File: config.mk
export PLATFORM = sky130hd
export DESIGN_NAME = data_mem_sync
export DESIGN_NICKNAME = d
export VERILOG_FILES = /design/src/rtl/data_mem_sync.sv
export SDC_FILE = /design/constraint.sdc
export NUM_CORES = 2
export LEC_CHECK = 0
export CAP_MARGIN = 5
export CORE_UTILIZATION = 57
export DETAILED_ROUTE_END_ITERATION = 12
export PLACE_DENSITY = 0.76
export SLEW_MARGIN = 10
export SYNTH_ARGS = -nofsm -noshare
export SYNTH_HDL_FRONTEND = slang
export SYNTH_SLANG_ARGS = --single-unit
File: constraint.sdc
create_clock -name clk -period 5.91 [get_ports clk]
set_input_delay 1.182 -clock clk [delete_from_list [all_inputs] [get_ports clk]]
set_output_delay 1.182 -clock clk [all_outputs]
set_load 0.005 [all_outputs]
File: src/rtl/data_mem_sync.sv
// Single-port word-addressed data memory with byte-enable writes and a
// registered read path behind a valid/ready request interface. After every
// reset an init sequencer clears all words before requests are accepted.
//
// Ports:
//   clk        - clock, all state on rising edge
//   rst_n      - asynchronous active-low reset
//   req_valid  - request present
//   req_ready  - request accepted this cycle when high (RUN state only)
//   req_we     - 1 = write, 0 = read
//   req_addr   - word address
//   req_wdata  - write data
//   req_be     - byte enables, bit k gates byte k
//   rsp_valid  - one-cycle response pulse, one cycle after acceptance
//   rsp_rdata  - read data, 0 for writes and errors
//   rsp_err    - address out of range, qualified by rsp_valid
//   init_done  - high once the clear sequence has completed
module data_mem_sync #(
  parameter int unsigned DATA_WIDTH = 16,
  parameter int unsigned ADDR_WIDTH = 16,
  parameter int unsigned MEM_SIZE   = 256,
  parameter int unsigned BE_WIDTH   = DATA_WIDTH / 8
) (
  input  logic                  clk,
  input  logic                  rst_n,
  input  logic                  req_valid,
  output logic                  req_ready,
  input  logic                  req_we,
  input  logic [ADDR_WIDTH-1:0] req_addr,
  input  logic [DATA_WIDTH-1:0] req_wdata,
  input  logic [BE_WIDTH-1:0]   req_be,
  output logic                  rsp_valid,
  output logic [DATA_WIDTH-1:0] rsp_rdata,
  output logic                  rsp_err,
  output logic                  init_done
);

  localparam int unsigned IdxW = (MEM_SIZE > 1) ? $clog2(MEM_SIZE) : 1;
  // One extra bit so MEM_SIZE == 2**ADDR_WIDTH still compares correctly.
  localparam logic [ADDR_WIDTH:0] MemSizeW = (ADDR_WIDTH + 1)'(MEM_SIZE);
  localparam logic [IdxW-1:0]     LastIdx  = IdxW'(MEM_SIZE - 1);

  typedef enum logic [0:0] {StInit, StRun} state_e;

  state_e                state_q;
  logic [IdxW-1:0]       cnt_q;
  logic                  ready_q;
  logic                  done_q;
  logic                  rsp_valid_q;
  logic                  rsp_err_q;
  logic [DATA_WIDTH-1:0] rsp_rdata_q;

  logic [DATA_WIDTH-1:0] mem [MEM_SIZE];

  logic            accept;
  logic            in_range;
  logic [IdxW-1:0] idx;

  assign accept   = req_valid && ready_q;
  assign in_range = {1'b0, req_addr} < MemSizeW;
  // Only meaningful when in_range; upper address bits never alias.
  assign idx      = req_addr[IdxW-1:0];

  // Control FSM and registered response path.
  always_ff @(posedge clk or negedge rst_n) begin
    if (!rst_n) begin
      state_q     <= StInit;
      cnt_q       <= '0;
      ready_q     <= 1'b0;
      done_q      <= 1'b0;
      rsp_valid_q <= 1'b0;
      rsp_err_q   <= 1'b0;
      rsp_rdata_q <= '0;
    end else begin
      rsp_valid_q <= accept;
      rsp_err_q   <= accept && !in_range;
      rsp_rdata_q <= '0;
      if (accept && !req_we && in_range) begin
        rsp_rdata_q <= mem[idx];
      end
      case (state_q)
        StInit: begin
          if (cnt_q == LastIdx) begin
            cnt_q   <= '0;
            state_q <= StRun;
            ready_q <= 1'b1;
            done_q  <= 1'b1;
          end else begin
            cnt_q <= cnt_q + 1'b1;
          end
        end
        StRun: begin
          ready_q <= 1'b1;
          done_q  <= 1'b1;
        end
        default: state_q <= StInit;
      endcase
    end
  end

  // Storage: cleared word by word in INIT, byte-enable writes in RUN.
  always_ff @(posedge clk) begin
    if (state_q == StInit) begin
      mem[cnt_q] <= '0;
    end else if (accept && req_we && in_range) begin
      for (int unsigned k = 0; k < BE_WIDTH; k++) begin
        if (req_be[k]) begin
          mem[idx][8*k +: 8] <= req_wdata[8*k +: 8];
        end
      end
    end
  end

  assign req_ready = ready_q;
  assign init_done = done_q;
  assign rsp_valid = rsp_valid_q;
  assign rsp_rdata = rsp_rdata_q;
  assign rsp_err   = rsp_err_q;

endmodule

==> impl_metrics.ini <==
[logic_synthesis]
ys_top_cells_by_area = edfxtp_1, mux4_2, mux2i_1
synth_common_cells = edfxtp_1, mux4_2, nor2_1, mux2i_1, clkbuf_1
syn-num-nets = 7810
syn-instance-count = 7771
ys_warn_count = 0
ys_ff_latch = 4124
synth_top_area_share_pct = 76.3
yosysTopAreaCell = edfxtp_1
synth_area_per_cell_um2 = 20.7
synth_edf_count = 4096
yosys.cell_types.count = 77
synth.most_common_cell = edfxtp_1
synthArstFlopShare_pct = 0.679
synth_top_flop_cell = edfxtp_1
synth-seq-area-share_pct = 76.8
synthesis.area_um2 = 161000

[sta]
slew_headroom_pct = 8.43
period_minus_slack_ns = 5.23
fin_crit_sh_pct = 88.4
setup_tns_ns = 0
fmax_mhz = 191
setup_ws_ns = 0.684
setup_viol = 0
worst_pin_slew_ns = 1.36
skew_ns = 0.0708
finalHoldViolations = 0
drv_slew = 0
rsz0062_at_grt = false

[power]
power_uw = 59000
ir_drop_mv = 0.300
power_density_nw_per_um2 = 326
leakage_uw = 0.0479

[flow_run]
drv_cap = 0

[global_route]
first_global_vias = 84200
grt_pass1_wl_mm = 627
grt-ovfl-total = 0
grt_usage_pct = 31.1
grt_max_degree = 139
antenna_found_initial = 36

[critical_path]
r2r_start = init_done
cp_num_buf_inv = 1
worstSetupEndpointType = register
worstPathRequired_ns = 6.48
critPathMaxFanout = 21
cp.arrival_ns = 5.80
r2r_slack_ns = 1.21
crit_type = input port to register
path_depth = 8
cpMaxStageDelayCell = a21oi_1
path_delay_family = simple AND/OR/NAND/NOR gates
rr_worst_depth = 7
start_kind = input port
crit_path_max_incr_delay_ns = 0.96
regToRegEndpoint = mem[237][8]
cp_cell_sequence = clkdlybuf4s50_1 -> nor4_2 -> nand3_2 -> nor3_4 -> nand3_1 -> a21oi_1 -> nand2_1 -> nor2_1

[drt]
num_vias = 85300
drcViolationCount = 0
routedWlPerCell_um = 36.2
ant_nets = 0
wl_mm = 443
via_per_inst = 6.97
dr.pass1.iters = 9
drt-initial-drc-count = 13900

[layout]
syn_to_final_growth_pct = 12.4
fin_nets = 8218
drive_above_1_share_pct = 22.8
utilization_pct = 64.6
fill_cells = 17400

[floorplan]
ios = 58
die_w_um = 534
core_area_um2 = 280000
die_area_um2 = 285000
fp.dieH_um = 534
row_count = 194
start_util_pct = 57.5

[cts]
path_clk_slew_ns = 0.06
cts-resized-gates = 0
cts_setup_buffers = 0
clk_latency_ns = 0.98
cts_max_level = 5
clockBufferDepth = 4
cts_tree = done
holdBufCountCts = 0
clockRootBuffer = clkbuf_16
numCtsBuffers = 393
clkSinkCount = 4124

[placed_design]
post-place-ws_ns = -0.0885
port_buffers = 57
hpwl_mm = 273
finalWeightedCongestion = 0.954

[outcome]
outcome = completed

[hold_path]
hp-class = input port to asynchronous set/reset pin
## layer usage
layer	vias up	global-route usage [%]	share of wire [%]
li1	33200	-	-
met1	43800	41.6	34
met2	6971	47.3	46
met3	1344	8.23	14
met4	30	17.0	6.4
met5	-	0	0.054
## worst reg2reg max path: stages, from the launching register on
cell and delay (ns):
dfrtp_1 0.38, and2_1 0.20, nand3_2 0.29, nor3_4 0.74, nand3_1 0.24, a21oi_1 0.96
nand2_1 0.76, nor2_1 0.77
## report_power, final
group / internal [uW] / switching (uW) / leakage [uW]
Sequential: 31600 / 0 / 0.0287
Clock: 14700 / 11100 / 0.00635
Combinational: 559 / 1080 / 0.0129
Total: 46900 / 12200 / 0.0479
## cells in the final DEF (no fill, tap or decap), types with 22 or more instances in the layout
cell	synthesis	final
a21oi_1	122	122
a22oi_1	45	45
a31oi_1	51	51
and2_1	39	22
buf_12	4	90
buf_4	32	356
bufinv_16	0	50
clkbuf_1	195	68
clkbuf_16	0	400
clkdlybuf4s50_1	0	51
clkinv_1	0	81
clkinv_2	0	67
dfrtp_1	28	28
edfxtp_1	4096	4096
mux2i_1	538	538
mux4_2	832	832
nand2_1	162	145
nand2_4	8	25
nand3_1	55	55
nor2_1	628	624
nor3_1	35	35
o21ai_0	70	70
o221ai_1	156	156
o22ai_1	143	143
## how the worst max path moves through the flow
stage | to | startpoint
floorplan | mem[0][0] | req_addr[11]
global placement | mem[181][6] | req_addr[11]
detailed placement | mem[52][1] | req_addr[11]
CTS | mem[52][0] | req_addr[11]
global route | mem[224][15] | req_addr[11]
finish | mem[237][8] | req_addr[11]
## flip-flops by register name, summed over array words and instances, names as in the netlist
signal / flops
init_done: 1
cnt_q: 8
rsp_err: 1
rsp_valid: 1
mem: 4096
rsp_rdata: 16
state_q: 1
## cell type report
| cell class | count | area (um2) | share of cell area, % |
|---|---|---|---|
| Sequential cell | 4124 | 124000 | 68.3 |
| Multi-Input combinational cell | 3152 | 34500 | 19.1 |
| Clock buffer | 468 | 10300 | 5.67 |
| Timing Repair Buffer | 504 | 5090 | 2.81 |
| Tap cell | 3724 | 4660 | 2.57 |
| Clock inverter | 254 | 2820 | 1.56 |
| Antenna cell | 17 | 42.5 | 0.0235 |
| Inverter | 4 | 25.0 | 0.0138 |
## stage by stage
stage	std cells	hold WS, ns	cell area [um2]
finish	12200	0.342	181000
global route	12200	0.372	181000
CTS	12200	0.310	181000
detailed placement	11500	0.524	168000
global placement	11500	0.524	168000
floorplan	7771	0.503	161000
## logic make-up (layout without fill, tap and decap cells)
logic type      count (synthesis)  in the layout  synth area share (%)
fa+ha+maj                       1              1               0.00776
mux                          1396           1396                  15.3
other cells                     0             17                     0
flops                        4124           4124                  76.8
xor+xnor                        4              4                0.0217
buf+inv                       495           1230                  1.96
simple gates                 1006           1006                  2.67
compound gates                745            745                  3.24
Note: power is estimated with default switching activity, not from simulation.
